==> src/rtl/psd_divide_pkg.sv <==
// Shared definitions for the psd_divide sequential divider.
package psd_divide_pkg;

  // Operand/result width.
  localparam int PSD_DATA_WIDTH = 32;

  // Number of non-restoring iterations: one quotient bit per clock.
  localparam int PSD_ITER_COUNT = PSD_DATA_WIDTH;

  // Iteration counter width. It holds 0..PSD_ITER_COUNT-1 with headroom.
  localparam int PSD_CNT_W = 6;

  // Divider control states.
  typedef enum logic [1:0] {
    ST_IDLE = 2'd0,
    ST_RUN  = 2'd1,
    ST_DONE = 2'd2
  } state_e;

endpackage : psd_divide_pkg

==> src/rtl/psd_divide_step.sv <==
// A single combinational non-restoring division iteration.
// The {rem, q} pair is shifted left by one bit. The divisor is then subtracted
// when the old partial remainder is non-negative, and added when it is
// negative. The new quotient bit is the inverted sign of the new remainder.
module psd_divide_step
  import psd_divide_pkg::*;
#(
  parameter int W = PSD_DATA_WIDTH
) (
  input  logic [W:0]   i_rem,  // signed partial remainder (bit W is the sign)
  input  logic [W-1:0] i_q,    // quotient/dividend shift register
  input  logic [W-1:0] i_d,    // divisor
  output logic [W:0]   o_rem,  // next partial remainder
  output logic [W-1:0] o_q     // next quotient shift register
);

  logic [W:0] w_rem_sh;
  logic [W:0] w_d_ext;
  logic [W:0] w_rem_new;

  // Shift in the next dividend bit, then add or subtract the divisor
  // depending on the sign of the remainder before the shift.
  always_comb begin
    w_rem_sh = {i_rem[W-1:0], i_q[W-1]};
    w_d_ext  = {1'b0, i_d};
    if (!i_rem[W]) begin
      w_rem_new = w_rem_sh - w_d_ext;
    end else begin
      w_rem_new = w_rem_sh + w_d_ext;
    end
  end

  assign o_rem = w_rem_new;
  assign o_q   = {i_q[W-2:0], ~w_rem_new[W]};

endmodule : psd_divide_step

==> src/rtl/psd_divide.sv <==
// Sequential non-restoring unsigned divider. It produces one quotient bit per
// clock, which takes DATA_WIDTH cycles in total.
//
// Control protocol: there is no valid/ready handshake. A rising edge with
// start=1 captures dividend/divisor and (re)starts a division from any
// state, which also aborts a division that is in flight. A rising edge with
// stop=1 copies Q and the sign-corrected remainder into the output
// registers. The result is exact once DATA_WIDTH edges have passed after the
// start edge. The controller is expected to count those cycles itself. When
// start and stop share an edge, the outputs capture the values from before
// that edge and the internal state restarts.
module psd_divide
  import psd_divide_pkg::*;
#(
  parameter int DATA_WIDTH = PSD_DATA_WIDTH
) (
  input  logic                  clock,
  input  logic                  reset,     // asynchronous, active-low
  input  logic                  start,
  input  logic                  stop,
  input  logic [DATA_WIDTH-1:0] dividend,
  input  logic [DATA_WIDTH-1:0] divisor,
  output logic [DATA_WIDTH-1:0] quotient,
  output logic [DATA_WIDTH-1:0] rest
);

  localparam logic [PSD_CNT_W-1:0] LAST_ITER = PSD_CNT_W'(DATA_WIDTH - 1);

  // Datapath and control state.
  logic [DATA_WIDTH:0]   r_rem;    // signed partial remainder
  logic [DATA_WIDTH-1:0] r_q;      // dividend in, quotient bits out
  logic [DATA_WIDTH-1:0] r_d;      // captured divisor
  logic [PSD_CNT_W-1:0]  r_cnt;    // iterations completed in this run
  state_e                r_state;

  // Output registers.
  logic [DATA_WIDTH-1:0] r_quotient;
  logic [DATA_WIDTH-1:0] r_rest;

  // Combinational results of one iteration and of the final correction.
  logic [DATA_WIDTH:0]   w_rem_next;
  logic [DATA_WIDTH-1:0] w_q_next;
  logic [DATA_WIDTH-1:0] w_rest_fix;

  psd_divide_step #(
    .W (DATA_WIDTH)
  ) u_step (
    .i_rem (r_rem),
    .i_q   (r_q),
    .i_d   (r_d),
    .o_rem (w_rem_next),
    .o_q   (w_q_next)
  );

  // A negative final remainder is one divisor too small. Adding D back
  // always lands in [0, D), so the low DATA_WIDTH bits are enough.
  always_comb begin
    if (r_rem[DATA_WIDTH]) begin
      w_rest_fix = r_rem[DATA_WIDTH-1:0] + r_d;
    end else begin
      w_rest_fix = r_rem[DATA_WIDTH-1:0];
    end
  end

  // Control FSM and datapath registers. start wins from any state. RUN
  // iterates DATA_WIDTH times. DONE and IDLE hold R/Q stable so that stop
  // can be repeated.
  always_ff @(posedge clock or negedge reset) begin
    if (!reset) begin
      r_rem   <= '0;
      r_q     <= '0;
      r_d     <= '0;
      r_cnt   <= '0;
      r_state <= ST_IDLE;
    end else if (start) begin
      r_rem   <= '0;
      r_q     <= dividend;
      r_d     <= divisor;
      r_cnt   <= '0;
      r_state <= ST_RUN;
    end else begin
      case (r_state)
        ST_RUN: begin
          r_rem <= w_rem_next;
          r_q   <= w_q_next;
          r_cnt <= r_cnt + 1'b1;
          if (r_cnt == LAST_ITER) begin
            r_state <= ST_DONE;
          end
        end
        ST_DONE: begin
          r_state <= ST_DONE;
        end
        ST_IDLE: begin
          r_state <= ST_IDLE;
        end
        default: begin
          r_state <= ST_IDLE;
        end
      endcase
    end
  end

  // Output registers load only on stop. Outside DONE they carry partial
  // values, which is accepted silently.
  always_ff @(posedge clock or negedge reset) begin
    if (!reset) begin
      r_quotient <= '0;
      r_rest     <= '0;
    end else if (stop) begin
      r_quotient <= r_q;
      r_rest     <= w_rest_fix;
    end
  end

  assign quotient = r_quotient;
  assign rest     = r_rest;

endmodule : psd_divide

==> config.mk <==
export PLATFORM = sky130hd
export DESIGN_NAME = psd_divide
export DESIGN_NICKNAME = d
export VERILOG_FILES = /design/src/rtl/psd_divide_pkg.sv /design/src/rtl/psd_divide_step.sv /design/src/rtl/psd_divide.sv
export SDC_FILE = /design/constraint.sdc
export NUM_CORES = 1
export LEC_CHECK = 0
export ABC_AREA = 0
export CAP_MARGIN = 5
export CELL_PAD_IN_SITES_DETAIL_PLACEMENT = 1
export CELL_PAD_IN_SITES_GLOBAL_PLACEMENT = 2
export CORE_AREA = 2 2 214 153
export CTS_CLUSTER_DIAMETER = 120
export DETAILED_ROUTE_END_ITERATION = 12
export DIE_AREA = 0 0 216 155
export HOLD_SLACK_MARGIN = 0.08
export PLACE_DENSITY_LB_ADDON = 0.1
export SLEW_MARGIN = 20
export SYNTH_ARGS = -nofsm -noshare
export SYNTH_HDL_FRONTEND = slang
export SYNTH_SLANG_ARGS = --single-unit
==> constraint.sdc <==
create_clock -name clock -period 5.5 [get_ports clock]
set_clock_uncertainty 0.05 [all_clocks]
set_input_delay 0.55 -clock clock [delete_from_list [all_inputs] [get_ports clock]]
set_output_delay 0.55 -clock clock [all_outputs]
set_load 0.1 [all_outputs]
==> impl_metrics.env, run 1 <==
export IMPL_status="finished clean"
export IMPL_grt_max_degree=139
export IMPL_path_buf_inv=0
export IMPL_wl_per_cell_um=19.44
export IMPL_syn_area_mm2=0.01111
export IMPL_yosysSeqAreaShare=0.3805
export IMPL_io_pins=132
export IMPL_finalHoldViolCount=0
export IMPL_whs_path_depth=1
export IMPL_yosys_area_top_type="dfrtp_1"
export IMPL_r2r_end="r_rem[32]"
export IMPL_worstPathCellList="or4_4, nor4_2, nand2_1, nor2_1, nand2_1, nor2_1, nor2_1, xor2_1, ha_1, a21oi_1, o21bai_1, a21oi_1, o311ai_4, a311oi_4, mux2i_1, o31ai_1"
export IMPL_grt_overflow_total=0
export IMPL_peakVddDrop_mv=0.2557
export IMPL_grt_pass1_wl_mm=53.50
export IMPL_max_slew_margin=0.2778
export IMPL_stdcell_count=1688
export IMPL_regToRegSetupSlack_ns=0.86
export IMPL_end_kind="register"
export IMPL_synth_edf_count=0
export IMPL_dpl_cell_count=1655
export IMPL_placementRows=55
export IMPL_synthArstFlopShare=1.000
export IMPL_root_buffer="clkbuf_16"
export IMPL_cellPowerDensity_mw_per_mm2=581.6
export IMPL_grt_pass1_vias=9354
export IMPL_crit_path_frequent_cell="nor2_1"
export IMPL_hp_class="register to register"
export IMPL_yosysWarnings=0
export IMPL_syn_avg_cell_area_um2=9.690
export IMPL_rsz0062_at_grt="no"
export IMPL_core_area_mm2=0.03166
export IMPL_fmax_mhz=215.3
export IMPL_drc_errors=0
export IMPL_synthFlopType="dfrtp_1"
export IMPL_die_h_um=155
export IMPL_yosys_top_cells_count="dfrtp_1 (169), a21oi_1 (109), nor2_1 (105)"
export IMPL_finalMaxSlewViolations=0
export IMPL_clock_sinks=169
export IMPL_yosysUniqueCellTypes=88
export IMPL_drive_gt1_frac=0.1071
export IMPL_hold_start="r_state[1]"
export IMPL_antenna_left=0
export IMPL_min_period_ns=4.644
export IMPL_synth_seq_cells=169
export IMPL_dieArea_mm2=0.03348
export IMPL_cts_resized=0
export IMPL_first_pass_iters=4
export IMPL_max_cap_violations=0
export IMPL_drtIter0Drc=466
export IMPL_port_buffers=131
export IMPL_synthCells=1147
export IMPL_cts_inserted_buffers=17
export IMPL_r2r_cells=16
export IMPL_syn_num_nets=1284
export IMPL_tightest_slew_ns=1.080
export IMPL_area_growth_pct=20.32
export IMPL_synth_top_cell_area_share=0.3805
export IMPL_die_w_um=216
export IMPL_gp_congestion=0.8144
export IMPL_start_util=0.3511
export IMPL_p_total_mw=7.777
export IMPL_avgViaCountPerCell=5.251
export IMPL_hold_path_end="r_state[1]"
export IMPL_r2r_start="r_d[6]"
export IMPL_nets=1385
export IMPL_yosysMostFrequentCell="dfrtp_1"
export IMPL_slowest_stage="or4_4"
export IMPL_crit_family="simple AND/OR/NAND/NOR gates"
export IMPL_clk_pin_slew_ns=0.07
export IMPL_crit_path_start_kind="register"
export IMPL_grt_usage=0.2026
export IMPL_critPathRequiredTime_ns=5.76
export IMPL_cpPeakStageDelay_ns=0.61
export IMPL_ys_top_cells_by_area="dfrtp_1 (38%), ha_1 (7.5%), mux2i_1 (7.1%), mux2_2 (6.2%), a21oi_1 (4.9%)"
export IMPL_drt_wl_total_mm=32.82
export IMPL_power_leakage_nw=5.884
export IMPL_insertion_delay_ns=0.46
export IMPL_via_count=8863
export IMPL_antenna_found_initial=0
export IMPL_hpwl_mm=23.60
export IMPL_crit_path_max_fanout=8
export IMPL_setup_viol=0
export IMPL_path_class="register to register"
export IMPL_clock_path_buffers=2
export IMPL_antenna_cells=0
export IMPL_period_share=0.8444
export IMPL_arrival_ns=4.91
export IMPL_h_tree_depth=4
export IMPL_fin_setup_tns_ns=0
export IMPL_cts_tree="done"
==> timing repair <==
item	CTS	global route
hold buffers	1	0
buffers inserted	0	0
endpoints found under the hold margin	31	0
==> worst max path at each step <==
| stage | startpoint | end | slack [ns] | cells after the start |
|---|---|---|---|---|
| after detailed placement | r_d[6] | r_rem[32] | 0.95 | 16 |
| final | r_d[6] | r_rem[32] | 0.86 | 16 |
| after CTS | r_d[6] | r_rem[32] | 0.88 | 16 |
| after global placement | r_d[6] | r_rem[32] | 1.11 | 16 |
| after global routing | r_d[6] | r_rem[32] | 0.46 | 16 |
| after floorplan | r_d[6] | r_rem[32] | 1.57 | 17 |
==> per-layer routing <==
layer / part of all wire / GRT usage / vias to the layer above
met4: 0.0093 / 0.04142 / 0
met5: 0 / 0 / -
met1: 0.54 / 0.3087 / 4370
met2: 0.40 / 0.2846 / 132
met3: 0.048 / 0.05337 / 21
li1: - / - / 4340
==> power breakdown <==
group / internal, mW / total [mW] / switching (mW)
clock network: 0.643 / 1.23 / 0.586
registers: 1.54 / 1.87 / 0.333
logic: 1.67 / 4.68 / 3.01
==> stage by stage <==
step,setup slack [ns],area (um^2),util,hold WS (ns)
final,0.8558,13370,0.4225,0.4403
after global routing,0.4576,13370,0.4225,0.4652
after CTS,0.8823,13370,0.4225,0.4460
after detailed placement,0.9486,12790,0.4040,0.4159
after global placement,1.110,12790,0.4040,0.4109
after floorplan,1.569,11110,-,0.2044
==> area by class of cell <==
type	instances	area, um^2
Fill cell	3652	18280
Clock buffer	18	429.2
Multi-Input combinational cell	894	6526
Clock inverter	14	146.4
Inverter	25	93.84
Timing Repair Buffer	141	1413
Sequential cell	169	4230
Tap cell	427	534.3
==> cell families after synthesis <==
kind of cell | count (synthesis) | share of synthesized area
buffers and inverters | 84 | 0.03343
XOR/XNOR | 84 | 0.06687
adder cells (fa/ha/maj) | 69 | 0.07903
flip-flops | 169 | 0.3805
AND/OR/NAND/NOR | 306 | 0.1352
AO/OA/AOI/OAI | 295 | 0.1720
multiplexers | 140 | 0.1330
==> sequential cells by signal (all words and copies together), names as in the netlist <==
signal    flops
r_rem        33
r_d          32
r_state       2
r_q          32
rest         32
r_cnt         6
quotient     32
==> layout by cell type (no fill, tap or decap), types with 35 or more instances in the layout <==
| master | n |
|---|---|
| clkdlybuf4s50_1 | 128 |
| nand2_1 | 76 |
| mux2i_1 | 79 |
| o21ai_0 | 65 |
| a21o_1 | 35 |
| nor2_1 | 105 |
| ha_1 | 66 |
| xnor2_1 | 36 |
| dfrtp_1 | 168 |
| a21oi_1 | 109 |
| xor2_1 | 47 |
| mux2_2 | 61 |
Note: power is estimated with default switching activity, not from simulation.
==> run 2, diff against run 1 <==
- CORE_AREA: 2 2 214 153 -> 2 2 223 159
- DIE_AREA: 0 0 216 155 -> 0 0 225 161
- clock period: 5.5 -> 4.2 ns (I/O delays scaled with it)
==> impl_metrics.env, run 2 (synthesized netlist as in run 1, its figures left out) <==
export IMPL_largest_reg_flops=33
export IMPL_root_buffer="clkbuf_16"
export IMPL_regMostFlops="r_rem"
export IMPL_drtIter0Drc=297
export IMPL_grt_overflow_total=0
export IMPL_insertion_delay_ns=0.46
export IMPL_pwr_share_comb=0.618
export IMPL_path_class="register to register"
export IMPL_hpwl_mm=24.61
export IMPL_hp_class="register to register"
export IMPL_crit_path_start_kind="register"
export IMPL_h_tree_depth=4
export IMPL_crit_family="simple AND/OR/NAND/NOR gates"
export IMPL_finalHoldViolCount=0
export IMPL_clk_pin_slew_ns=0.07
export IMPL_wl_per_cell_um=19.31
export IMPL_max_slew_margin=0.3124
export IMPL_antenna_left=0
export IMPL_drc_errors=0
export IMPL_power_leakage_nw=6.087
export IMPL_switchingPower_mw=5.312
export IMPL_finalMaxSlewViolations=0
export IMPL_antenna_found_initial=1
export IMPL_tightest_slew_ns=1.028
export IMPL_io_pins=132
export IMPL_swShare=0.5021
export IMPL_end_kind="register"
export IMPL_area_growth_pct=24.59
export IMPL_nets=1424
export IMPL_drive_gt1_frac=0.1485
export IMPL_final_cell_mix="dfrtp_1 (168), clkdlybuf4s50_1 (128), a21oi_1 (105), nor2_1 (103), mux2i_1 (79)"
export IMPL_die_w_um=225
export IMPL_crit_path_frequent_cell="buf_4"
export IMPL_cpPeakStageDelay_ns=0.59
export IMPL_cellPowerDensity_mw_per_mm2=764.0
export IMPL_placementRows=57
export IMPL_cts_inserted_buffers=17
export IMPL_arrival_ns=4.23
export IMPL_pre_cts_ws_ns=-0.04225
export IMPL_worstPathCellList="or4_4, nor4b_4, buf_4, and3b_4, a31oi_1, xor2_1, ha_1, buf_4, nand4_1, or2_4, o311ai_4, a311oi_4, mux2i_1, o31ai_1"
export IMPL_dieArea_mm2=0.03623
export IMPL_critPathRequiredTime_ns=4.46
export IMPL_path_buf_inv=2
export IMPL_drt_wl_total_mm=33.66
export IMPL_fmax_mhz=251.6
export IMPL_via_count=9036
export IMPL_grt_usage=0.1928
export IMPL_period_share=0.9462
export IMPL_min_period_ns=3.974
export IMPL_first_pass_iters=4
export IMPL_grt_pass1_vias=9519
export IMPL_cts_tree="done"
export IMPL_slowest_stage="or4_4"
export IMPL_fillers=3835
export IMPL_clock_sinks=169
export IMPL_clock_path_buffers=2
export IMPL_power_frac_clock=0.151
export IMPL_avgViaCountPerCell=5.184
export IMPL_gp_congestion=0.8171
export IMPL_die_h_um=161
export IMPL_start_util=0.3253
export IMPL_status="finished clean"
export IMPL_worst_slack_ns=0.2259
export IMPL_grt_pass1_wl_mm=54.53
export IMPL_crit_path_max_fanout=5
export IMPL_setup_viol=0
export IMPL_intPower_mw=5.267
export IMPL_fin_setup_tns_ns=0
export IMPL_peakVddDrop_mv=0.3572
export IMPL_max_cap_violations=0
export IMPL_core_area_mm2=0.03416
export IMPL_layout_commonest_cell="dfrtp_1"
export IMPL_grt_max_degree=96
export IMPL_seq_power_share=0.231
export IMPL_port_buffers=131
==> run 2: timing repair <==
| action | 4_1_cts | 5_1_grt |
|---|---|---|
| pin swaps | 0 | 12 |
| hold buffers | 1 | 0 |
| buffers inserted | 0 | 5 |
| endpoints found under the setup margin | 1 | 11 |
| endpoints found under the hold margin | 71 | 0 |
| resized for setup | 2 | 27 |
==> run 2: worst reg2reg max path, cell delays in order, from the launching register on <==
cell and delay, ns:
dfrtp_1 0.38, or4_4 0.59, nor4b_4 0.36, buf_4 0.17, and3b_4 0.23, a31oi_1 0.10
xor2_1 0.16, ha_1 0.36, buf_4 0.16, nand4_1 0.11, or2_4 0.30, o311ai_4 0.41
a311oi_4 0.17, mux2i_1 0.17, o31ai_1 0.09
==> run 2: power groups by stage <==
stage                     registers (mW)  clock network, mW  logic [mW]
after global routing                2.52               1.71        7.11
after detailed placement            2.47                  0        6.37
after floorplan                     3.63                  0        3.41
after CTS                           2.45               1.65        6.40
after global placement              2.47                  0        6.34
final                               2.45               1.60        6.53
==> run 2: final cells by class <==
cell class                      count  area, um^2  share of cell area
Multi-Input combinational cell    894        6674              0.4820
Sequential cell                   169        4230              0.3055
Timing Repair Buffer              180        1705              0.1232
Tap cell                          442       553.0             0.03994
Clock buffer                       18       439.2             0.03172
Clock inverter                     14       148.9             0.01075
Inverter                           25       93.84            0.006777
Antenna cell                        1       2.502           0.0001807
==> run 2: metrics by stage <==
stage                     instances  hold slack, ns    util  total power [mW]  cell area [um^2]
after floorplan                1147         0.07441       -             7.040             11110
after global placement         1704          0.4164  0.3823             8.808             13060
after detailed placement       1704          0.4244  0.3823             8.837             13060
after CTS                      1737          0.4412  0.4002             10.49             13670
after global routing           1742          0.4706  0.4053             11.34             13840
final                          1743          0.4326  0.4053             10.58             13850
==> run 2: final timing paths <==
| kind | to | from | slack (ns) | cells past startpoint |
|---|---|---|---|---|
| setup / recovery | r_rem[32] | r_d[6] | 0.23 | 14 |
| hold / removal | r_state[1] | r_state[1] | 0.43 | 1 |
| setup reg to reg | r_rem[32] | r_d[6] | 0.23 | 14 |
| hold reg to reg | r_state[1] | r_state[1] | 0.43 | 1 |
| max in group asynchronous | quotient[1] | reset | 2.55 | 3 |
| min in group asynchronous | rest[13] | reset | 0.55 | 2 |
==> run 2: metal layers <==
metal	global-route usage	up-vias	part of all wire
li1	-	4423	-
met1	0.3033	4475	0.56
met2	0.2632	121	0.40
met3	0.04330	17	0.039
met4	0.04305	0	0.0094
met5	0	-	0
==> run 3, diff against run 2 <==
- CAP_MARGIN: 5 -> 0
- CTS_CLUSTER_SIZE: unset -> 10
- HOLD_SLACK_MARGIN: 0.08 -> 0.1
==> results of run 3 <==
Same layout as run 2: the final DEF is identical, and so are final timing and power.
